==> config.mk <==
export PLATFORM = sky130hd
export DESIGN_NAME = pipeline_hazard_ctrl_flat
export DESIGN_NICKNAME = d
export VERILOG_FILES = /design/src/rtl/pipeline_hazard_ctrl_pkg.sv /design/src/rtl/pipeline_hazard_ctrl_if.sv /design/src/rtl/pipeline_hazard_ctrl_sat_counter.sv /design/src/rtl/pipeline_hazard_ctrl.sv /design/src/flat_wrapper.sv
export SDC_FILE = /design/constraint.sdc
export NUM_CORES = 1
export LEC_CHECK = 0
export CAP_MARGIN = 10
export CORE_ASPECT_RATIO = 0.8
export CORE_MARGIN = 3
export CORE_UTILIZATION = 45
export CTS_CLUSTER_DIAMETER = 30
export DETAILED_ROUTE_END_ITERATION = 16
export GPL_TIMING_DRIVEN = 1
export PLACE_DENSITY = 0.8
export SYNTH_ARGS = -nofsm -noshare
export SYNTH_HDL_FRONTEND = slang
export SYNTH_SLANG_ARGS = --single-unit
==> constraint.sdc <==
create_clock -name clk -period 2.8 [get_ports clk]
set_input_delay 0.56 -clock clk [delete_from_list [all_inputs] [get_ports clk]]
set_output_delay 0.56 -clock clk [all_outputs]
set_load 0.005 [all_outputs]
==> src/rtl/pipeline_hazard_ctrl_pkg.sv <==
// pipeline_hazard_ctrl_pkg: shared state encoding and register-index constants
package pipeline_hazard_ctrl_pkg;
  localparam int REG_W = 5;
  localparam logic [REG_W-1:0] X0 = '0;
  typedef enum logic [1:0] {RUN, MEM_WAIT, FLUSH} state_t;
endpackage

==> src/rtl/pipeline_hazard_ctrl_if.sv <==
// pipeline_hazard_ctrl_if: hazard inputs from the pipeline and stage controls back to it
interface pipeline_hazard_ctrl_if;
  import pipeline_hazard_ctrl_pkg::*;
  logic [REG_W-1:0] ifid_rs1;
  logic [REG_W-1:0] ifid_rs2;
  logic ifid_uses_rs1;
  logic ifid_uses_rs2;
  logic [REG_W-1:0] idex_rd;
  logic idex_mem_read;
  logic ex_mispredict;
  logic mem_req;
  logic mem_ready;
  logic pc_en;
  logic ifid_en;
  logic ifid_flush;
  logic idex_en;
  logic idex_clear;
  logic exmem_en;
  modport master (
    output ifid_rs1, ifid_rs2, ifid_uses_rs1, ifid_uses_rs2, idex_rd, idex_mem_read,
           ex_mispredict, mem_req, mem_ready,
    input pc_en, ifid_en, ifid_flush, idex_en, idex_clear, exmem_en
  );
  modport slave (
    input ifid_rs1, ifid_rs2, ifid_uses_rs1, ifid_uses_rs2, idex_rd, idex_mem_read,
          ex_mispredict, mem_req, mem_ready,
    output pc_en, ifid_en, ifid_flush, idex_en, idex_clear, exmem_en
  );
endinterface

==> src/rtl/pipeline_hazard_ctrl_sat_counter.sv <==
// sat_counter: saturating up-counter with synchronous active-low clear
module sat_counter #(
  parameter int W = 16
) (
  input  logic clk,
  input  logic clr,
  input  logic inc,
  output logic [W-1:0] q
);
  always_ff @(posedge clk)
    if (!clr) q <= '0;
    else if (inc && q != '1) q <= q + 1'b1;
endmodule

==> src/rtl/pipeline_hazard_ctrl.sv <==
// pipeline_hazard_ctrl: load-use, memory-stall and mispredict-flush control with perf counters
module pipeline_hazard_ctrl
  import pipeline_hazard_ctrl_pkg::*;
#(
  parameter int FLUSH_CYCLES = 1,
  parameter int CNT_W = 16
) (
  input  logic clk,
  input  logic rst,
  pipeline_hazard_ctrl_if.slave hz,
  output logic [CNT_W-1:0] stall_cnt,
  output logic [CNT_W-1:0] flush_cnt
);
  localparam logic [3:0] FLOAD = 4'(FLUSH_CYCLES - 1);
  state_t state, state_n;
  logic [3:0] fcnt, fcnt_n;
  logic load_use, freeze, mp_evt;
  logic pc_en, ifid_en, ifid_flush, idex_en, idex_clear, exmem_en;
  assign load_use = hz.idex_mem_read && hz.idex_rd != X0 &&
                    ((hz.ifid_uses_rs1 && hz.ifid_rs1 == hz.idex_rd) ||
                     (hz.ifid_uses_rs2 && hz.ifid_rs2 == hz.idex_rd));
  // once waiting, only mem_ready releases the freeze, whatever mem_req does
  assign freeze = (state == MEM_WAIT) ? !hz.mem_ready : hz.mem_req && !hz.mem_ready;
  always_ff @(posedge clk)
    if (!rst) begin
      state <= RUN;
      fcnt <= '0;
    end else begin
      state <= state_n;
      fcnt <= fcnt_n;
    end
  always_comb begin
    state_n = state;
    fcnt_n = fcnt;
    mp_evt = 1'b0;
    {pc_en, ifid_en, ifid_flush, idex_en, idex_clear, exmem_en} = 6'b110101;
    if (freeze) begin
      {pc_en, ifid_en, ifid_flush, idex_en, idex_clear, exmem_en} = 6'b000000;
      state_n = (state == FLUSH) ? FLUSH : MEM_WAIT;
    end else if (hz.ex_mispredict) begin
      {pc_en, ifid_en, ifid_flush, idex_en, idex_clear, exmem_en} = 6'b111111;
      mp_evt = 1'b1;
      state_n = (FLUSH_CYCLES > 1) ? FLUSH : RUN;
      fcnt_n = (FLUSH_CYCLES > 1) ? FLOAD : fcnt;
    end else if (state == FLUSH) begin
      {pc_en, ifid_en, ifid_flush, idex_en, idex_clear, exmem_en} = 6'b111111;
      fcnt_n = fcnt - 4'd1;
      state_n = (fcnt <= 4'd1) ? RUN : FLUSH;
    end else begin
      state_n = RUN;
      {pc_en, ifid_en, idex_clear} = load_use ? 3'b001 : 3'b110;
    end
    if (!rst) begin
      {pc_en, ifid_en, ifid_flush, idex_en, idex_clear, exmem_en} = 6'b001010;
      mp_evt = 1'b0;
    end
  end
  assign hz.pc_en = pc_en;
  assign hz.ifid_en = ifid_en;
  assign hz.ifid_flush = ifid_flush;
  assign hz.idex_en = idex_en;
  assign hz.idex_clear = idex_clear;
  assign hz.exmem_en = exmem_en;
  sat_counter #(.W(CNT_W)) u_stall (.clk(clk), .clr(rst), .inc(!pc_en), .q(stall_cnt));
  sat_counter #(.W(CNT_W)) u_flush (.clk(clk), .clr(rst), .inc(mp_evt), .q(flush_cnt));
endmodule

==> src/flat_wrapper.sv <==
// flat-port wrapper written by rule: the top's interface ports become plain ports
module pipeline_hazard_ctrl_flat import pipeline_hazard_ctrl_pkg::*;
#(
  parameter int FLUSH_CYCLES = 1,
  parameter int CNT_W = 16
)
  (clk, rst, stall_cnt, flush_cnt, hz_ifid_rs1, hz_ifid_rs2, hz_ifid_uses_rs1, hz_ifid_uses_rs2, hz_idex_rd, hz_idex_mem_read, hz_ex_mispredict, hz_mem_req, hz_mem_ready, hz_pc_en, hz_ifid_en, hz_ifid_flush, hz_idex_en, hz_idex_clear, hz_exmem_en);
  pipeline_hazard_ctrl_if hz_i ();
  input  logic clk;
  input  logic rst;
  output logic [CNT_W-1:0] stall_cnt;
  output logic [CNT_W-1:0] flush_cnt;
  input wire logic [$bits(hz_i.ifid_rs1)-1:0] hz_ifid_rs1;
  input wire logic [$bits(hz_i.ifid_rs2)-1:0] hz_ifid_rs2;
  input wire logic [$bits(hz_i.ifid_uses_rs1)-1:0] hz_ifid_uses_rs1;
  input wire logic [$bits(hz_i.ifid_uses_rs2)-1:0] hz_ifid_uses_rs2;
  input wire logic [$bits(hz_i.idex_rd)-1:0] hz_idex_rd;
  input wire logic [$bits(hz_i.idex_mem_read)-1:0] hz_idex_mem_read;
  input wire logic [$bits(hz_i.ex_mispredict)-1:0] hz_ex_mispredict;
  input wire logic [$bits(hz_i.mem_req)-1:0] hz_mem_req;
  input wire logic [$bits(hz_i.mem_ready)-1:0] hz_mem_ready;
  output wire logic [$bits(hz_i.pc_en)-1:0] hz_pc_en;
  output wire logic [$bits(hz_i.ifid_en)-1:0] hz_ifid_en;
  output wire logic [$bits(hz_i.ifid_flush)-1:0] hz_ifid_flush;
  output wire logic [$bits(hz_i.idex_en)-1:0] hz_idex_en;
  output wire logic [$bits(hz_i.idex_clear)-1:0] hz_idex_clear;
  output wire logic [$bits(hz_i.exmem_en)-1:0] hz_exmem_en;
  assign hz_i.ifid_rs1 = hz_ifid_rs1;
  assign hz_i.ifid_rs2 = hz_ifid_rs2;
  assign hz_i.ifid_uses_rs1 = hz_ifid_uses_rs1;
  assign hz_i.ifid_uses_rs2 = hz_ifid_uses_rs2;
  assign hz_i.idex_rd = hz_idex_rd;
  assign hz_i.idex_mem_read = hz_idex_mem_read;
  assign hz_i.ex_mispredict = hz_ex_mispredict;
  assign hz_i.mem_req = hz_mem_req;
  assign hz_i.mem_ready = hz_mem_ready;
  assign hz_pc_en = hz_i.pc_en;
  assign hz_ifid_en = hz_i.ifid_en;
  assign hz_ifid_flush = hz_i.ifid_flush;
  assign hz_idex_en = hz_i.idex_en;
  assign hz_idex_clear = hz_i.idex_clear;
  assign hz_exmem_en = hz_i.exmem_en;
  pipeline_hazard_ctrl #(.FLUSH_CYCLES(FLUSH_CYCLES), .CNT_W(CNT_W)) u_core (.clk(clk), .rst(rst), .hz(hz_i), .stall_cnt(stall_cnt), .flush_cnt(flush_cnt));
endmodule
# --- Word-level counts from Yosys, hierarchy flattened ---
# Cells that the tools add are included.
# Widths: inputs -> output; s select.
totals:
  ff_bits: 38
  inputBits: 23
  out_inout_bits: 38
classes:
  addsub: 3
  magnitude_cmp: 1
  eq_ne: 6
  mux: 28
  n_bitwise: 2
  reduce_logical: 12
op_table:
  columns: ["operator", "count"]
  rows:
  - ["$add 16x1->16 const B", 2]
  - ["$ne 16x16->1 const B", 2]
  - ["$mux 1", 22]
  - ["$eq 5x5->1", 2]
  - ["$mux 2", 5]
  - ["$logic_and 1x1->1", 7]
  - ["$reduce_bool 5->1", 1]
  - ["$le 4x1->1 const B", 1]
  - ["$sub 4x1->4 const B", 1]
  - ["$mux 3", 1]
  - ["$reduce_and 3->1", 1]
  - ["$eq 2x1->1 const B", 1]
  - ["$eq 2x2->1 const B", 1]
  - ["$logic_not 1->1", 2]
  - ["$not 1->1", 2]
  - ["$logic_or 1x1->1", 1]

# --- Depth between registers and ports, before layout ---
depth:
  word_depth: 11
  depth_mapped: 8
  depth_no_buf: 7

# --- Modules after synthesis ---
# Synthesis repeated with hierarchy kept, for this count alone.
unflattened:
  cells_unflattened: 258
  hier_area_um2: 2182.1
by_module_without_submodules:
  columns: ["module", "instances", "cells_each", "area_per_inst_um2", "seq_area_each_um2"]
  rows:
  - ["sat_counter", 2, 97, 837.1, 320.3]
  - ["pipeline_hazard_ctrl", 1, 64, 508.0, 120.1]

# --- Worst setup path before layout ---
# OpenSTA, ideal clock, no wires.
synth_timing:
  kind: "input port to output port"
  start: "input hz_idex_rd[0]"
  end: "output hz_pc_en"
  arrival_time_ps: 1814
  required_time_ps: 2240
  path_slack_ps: 426
  stages: 5
  cell_sequence: "or4_1 -> o21a_1 -> a31oi_2 -> buf_4 -> buf_4"
synth_between:
  elab_chain_cells: 9
  word_cells_on_any_way: 13
  cone_classes: "eq/ne: 2; mux: 5; reduce/logical: 6"
synth_rtl:
  columns: ["item", "line_no", "source"]
  rows:
  - ["from (decl)", "flat_wrapper.sv:17", "input wire logic [$bits(hz_i.idex_rd)-1:0] hz_idex_rd;"]
  - ["$eq 5x5->1, on equally long branches", "pipeline_hazard_ctrl.sv:20, pipeline_hazard_ctrl.sv:21", null]
  - ["$logic_and 1x1->1, on equally long branches", "pipeline_hazard_ctrl.sv:20, pipeline_hazard_ctrl.sv:21", null]
  - ["$logic_or 1x1->1", "pipeline_hazard_ctrl.sv:20", "((hz.ifid_uses_rs1 && hz.ifid_rs1 == hz.idex_rd) ||"]
  - ["$logic_and 1x1->1 (*)", "pipeline_hazard_ctrl.sv:19", "assign load_use = hz.idex_mem_read && hz.idex_rd != X0 &&"]
  - ["$mux 3 (*)", "pipeline_hazard_ctrl.sv:51", "{pc_en, ifid_en, idex_clear} = load_use ? 3'b001 : 3'b110;"]
  - ["$mux 1 (*)", "pipeline_hazard_ctrl.sv:45", "end else if (state == FLUSH) begin"]
  - ["$mux 1 (*)", "pipeline_hazard_ctrl.sv:40", "end else if (hz.ex_mispredict) begin"]
  - ["$mux 1 (*)", "pipeline_hazard_ctrl.sv:37", "if (freeze) begin"]
  - ["$mux 1 (*)", "pipeline_hazard_ctrl.sv:53", "if (!rst) begin"]
  - ["to (decl)", "flat_wrapper.sv:22", "output wire logic [$bits(hz_i.pc_en)-1:0] hz_pc_en;"]
# Every way passes the cells marked *; elsewhere a longest branch is shown, timed or not.

# --- Worst setup path after layout ---
layout_timing:
  start: "input hz_idex_rd[3]"
  end: "output hz_ifid_en"
layout_between:
  elab_chain_cells: 9
  word_cells_on_any_way: 13
  cone_classes: "eq/ne: 2; mux: 5; reduce/logical: 6"
layout_rtl:
  columns: ["item", "line_no", "source"]
  rows:
  - ["$eq 5x5->1, on equally long branches", "pipeline_hazard_ctrl.sv:20, pipeline_hazard_ctrl.sv:21", null]
  - ["$logic_and 1x1->1, on equally long branches", "pipeline_hazard_ctrl.sv:20, pipeline_hazard_ctrl.sv:21", null]
  - ["$logic_or 1x1->1", "pipeline_hazard_ctrl.sv:20", null]
  - ["$logic_and 1x1->1 (*)", "pipeline_hazard_ctrl.sv:19", null]
  - ["$mux 3 (*)", "pipeline_hazard_ctrl.sv:51", null]
  - ["$mux 1 (*)", "pipeline_hazard_ctrl.sv:45", null]
  - ["$mux 1 (*)", "pipeline_hazard_ctrl.sv:40", null]
  - ["$mux 1 (*)", "pipeline_hazard_ctrl.sv:37", null]
  - ["$mux 1 (*)", "pipeline_hazard_ctrl.sv:53", null]
  - ["to (decl)", "flat_wrapper.sv:23", "output wire logic [$bits(hz_i.ifid_en)-1:0] hz_ifid_en;"]
# Marked as above.

==> reports/results.txt <==
status = complete, no violations
Leak = 0.991 nW
clk slew on worst S/H paths = 70 ps
Worst path slowest cell = or4_1
Pwr Density = 371 nW/µm²
final wirelength = 4670 µm
initial core utilization = 49.4%
core area = 4030 µm²
first-pass GRT wire length = 7800 µm
Via Count = 1,877
Final Util = 69.3%
post-synth cell types = 39
Slew Viols, Final = 0
yosys warns = 0
CTS tree = built
CTS Root Cell = clkbuf_8
worst r2r src = u_core.u_stall.q[0]$_SDFFE_PN0P_
ANT cells = 0
dominant synthesized flop cell = dfxtp_1
vias in the first global route = 1,809
critical path type = primary input to output pin
Async SR Flop Fraction = 0%
DRC = 0
hold crit path type = flip-flop to flip-flop
initial antenna violation count = 0
antenna viol nets, final = 0
vias per cell = 5.13
Critical Path Source Type = primary input
Area Growth Syn to Fin = 40.4%
Die ar. = 5260 µm²
slowest stage delay, CP = 500 ps
htree depth = 2
number of I/O pins = 61
Hold Crit Start = u_core.u_flush.q[10]$_SDFFE_PN0P_
CP delay by family, top = buffers and inverters
Synthesized Nets = 267
Avg Cell Area, Syn = 8.29 µm²
most common cell after layout, fill and taps aside = clkdlybuf4s50_1
1st-pass router iterations = 4
main combinational cell family by area after synthesis = simple AND/OR/NAND/NOR gates
DR iter-0 viols = 55
Clock Sinks = 38
Final Hold Vio Count = 0
mux cell area share after synthesis = 1.51%
post-DP HPWL = 3550 µm
minimum hold slack = 490 ps
post-synthesis compound-gate area fraction = 7.42%
Max Fanout on Critical Path = 3
# nets final = 338
Clock Latency Late Sink = 280 ps
Rows = 20
largest net degree at the start of global routing = 20
Max VDD drop = 0.000443 V
fin crit period = 2750 ps
CP Cell Sequence = clkdlybuf4s50_1 > or4_1 > o21a_1 > buf_4 > a31oi_4 > buf_2
Post-Syn Area = 1990 µm²
CTS buffer count = 5
share of layout cells above drive strength 1 = 9.97%
Max Cap Viol = 0
chip height = 65.5 µm
CP required = 2240 ps
Synth Area in XOR/XNOR = 15.0%
cell count after synthesis = 240
Rel. slew slack = 75.6%
GRT overflow = 0
GR Util All Layers = 18.4%
die width = 80.4 µm
Setup crit end kind = output pin
Critical Path Source = hz_idex_rd[3]
# fillers = 334
hold_buf cts = 0
Synth Area in Adders = 2.51%
Worst Path Buf+Inv = 3
Slew @ Worst Pin = 363 ps
highest clock rate = 364 MHz
drt wl/cell = 12.8 µm
simple-gate area share of the yosys netlist = 31.2%
EDFF count, synth = 0
Setup-failing EPs final = 0
Tcrit/Tclk final = 98.2%
register area share after synthesis = 38.2%
post-route clock skew = 6.14 ps
Routability Congestion = 0.746
clk buf depth = 2
WP data arrival = 2190 ps
commonest non-fill, non-tap cells in the layout = 56 x clkdlybuf4s50_1, 39 x nor2_1, 38 x dfxtp_1
Synth Register Bits = 38
IO buf count = 60
worst paths after layout:
check                                                    endpoint  slack [ps]  depth (start not counted)
worst max-delay path                                   hz_ifid_en          50                          6
worst min register to register  u_core.u_flush.q[10]$_SDFFE_PN0P_         490                          1
worst min-delay path            u_core.u_flush.q[10]$_SDFFE_PN0P_         490                          1
worst max register to register  u_core.u_stall.q[11]$_SDFFE_PN0P_         680                          7
registers in the layout, summed over array words and instances, names as in the netlist:
register	cells
u_core.u_flush.q	16
u_core.u_stall.q	16
u_core.state	2
u_core.fcnt	4
cells in the mapped netlist, drive strengths merged, types with 2 or more instances:
cell / instances / area [µm²]
nor2: 39 / 146
dfxtp: 38 / 761
xnor2: 31 / 272
nand2: 17 / 63.8
nand3: 14 / 70.1
nor3: 14 / 70.1
and3: 13 / 101
o21ai: 8 / 40.0
inv: 7 / 26.3
nand4: 7 / 50.1
a21oi: 6 / 30.0
buf: 5 / 32.5
clkbuf: 5 / 20.0
or3: 5 / 31.3
ha: 4 / 50.1
mux2i: 3 / 30.0
nor3b: 3 / 27.5
nor4: 3 / 25.0
xor2: 3 / 26.3
a211oi: 2 / 15.0
where the power goes:
part / internal, mW / switching, mW
Sequential: 0.547 / 0.00820
Clock: 0.171 / 0.170
Combinational: 0.0806 / 0.0596
timing repair:
item                                    in CTS  in global routing
endpoints found under the setup margin       3                  3
gates resized for setup                     11                  3
setup buffers                                1                  0
pin swaps                                    2                  3
logic make-up after synthesis:
kind of cell | after synthesis
AOI/OAI and AO/OA | 23
xor gates and xnor gates | 34
adders and majority gates | 4
buffers and inverters | 18
DFF | 38
muxes | 3
and+or+nand+nor | 120
layer usage:
layer / GRT usage (%) / routed length, µm / up-vias / part of all wire, %
met1: 24.6 / 2310 / 862 / 49
met2: 30.1 / 2020 / 53 / 43
met3: 4.11 / 303 / 4 / 6.5
li1: - / - / 958 / -
met4: 4.43 / 38 / 0 / 0.81
met5: 0 / 0 / - / 0
layout make-up:
| cell class | instances | area (µm²) | share of cell area, % |
|---|---|---|---|
| clock buffers | 7 | 76.3 | 2.73 |
| inverters | 8 | 30.0 | 1.07 |
| repair buffers | 74 | 698 | 25.0 |
| flip-flops and latches | 38 | 761 | 27.2 |
| multi-input cells | 184 | 1160 | 41.5 |
| well taps | 55 | 68.8 | 2.46 |
per-stage QoR:
| step | instance area (µm²) | setup WS, ps | instances | power (mW) | TNS, ps |
|---|---|---|---|---|---|
| floorplan | 1990 | 426 | 240 | 0.627 | 0 |
| global placement | 2710 | -270 | 358 | 0.705 | -1040 |
| detailed placement | 2710 | -283 | 358 | 0.706 | -1240 |
| CTS | 2790 | 9.80 | 366 | 1.05 | 0 |
| global route | 2790 | -4.04 | 366 | 1.08 | -6.86 |
| finish | 2790 | 50.9 | 366 | 1.04 | 0 |
No activity file was read; power rests on OpenSTA's default activity.
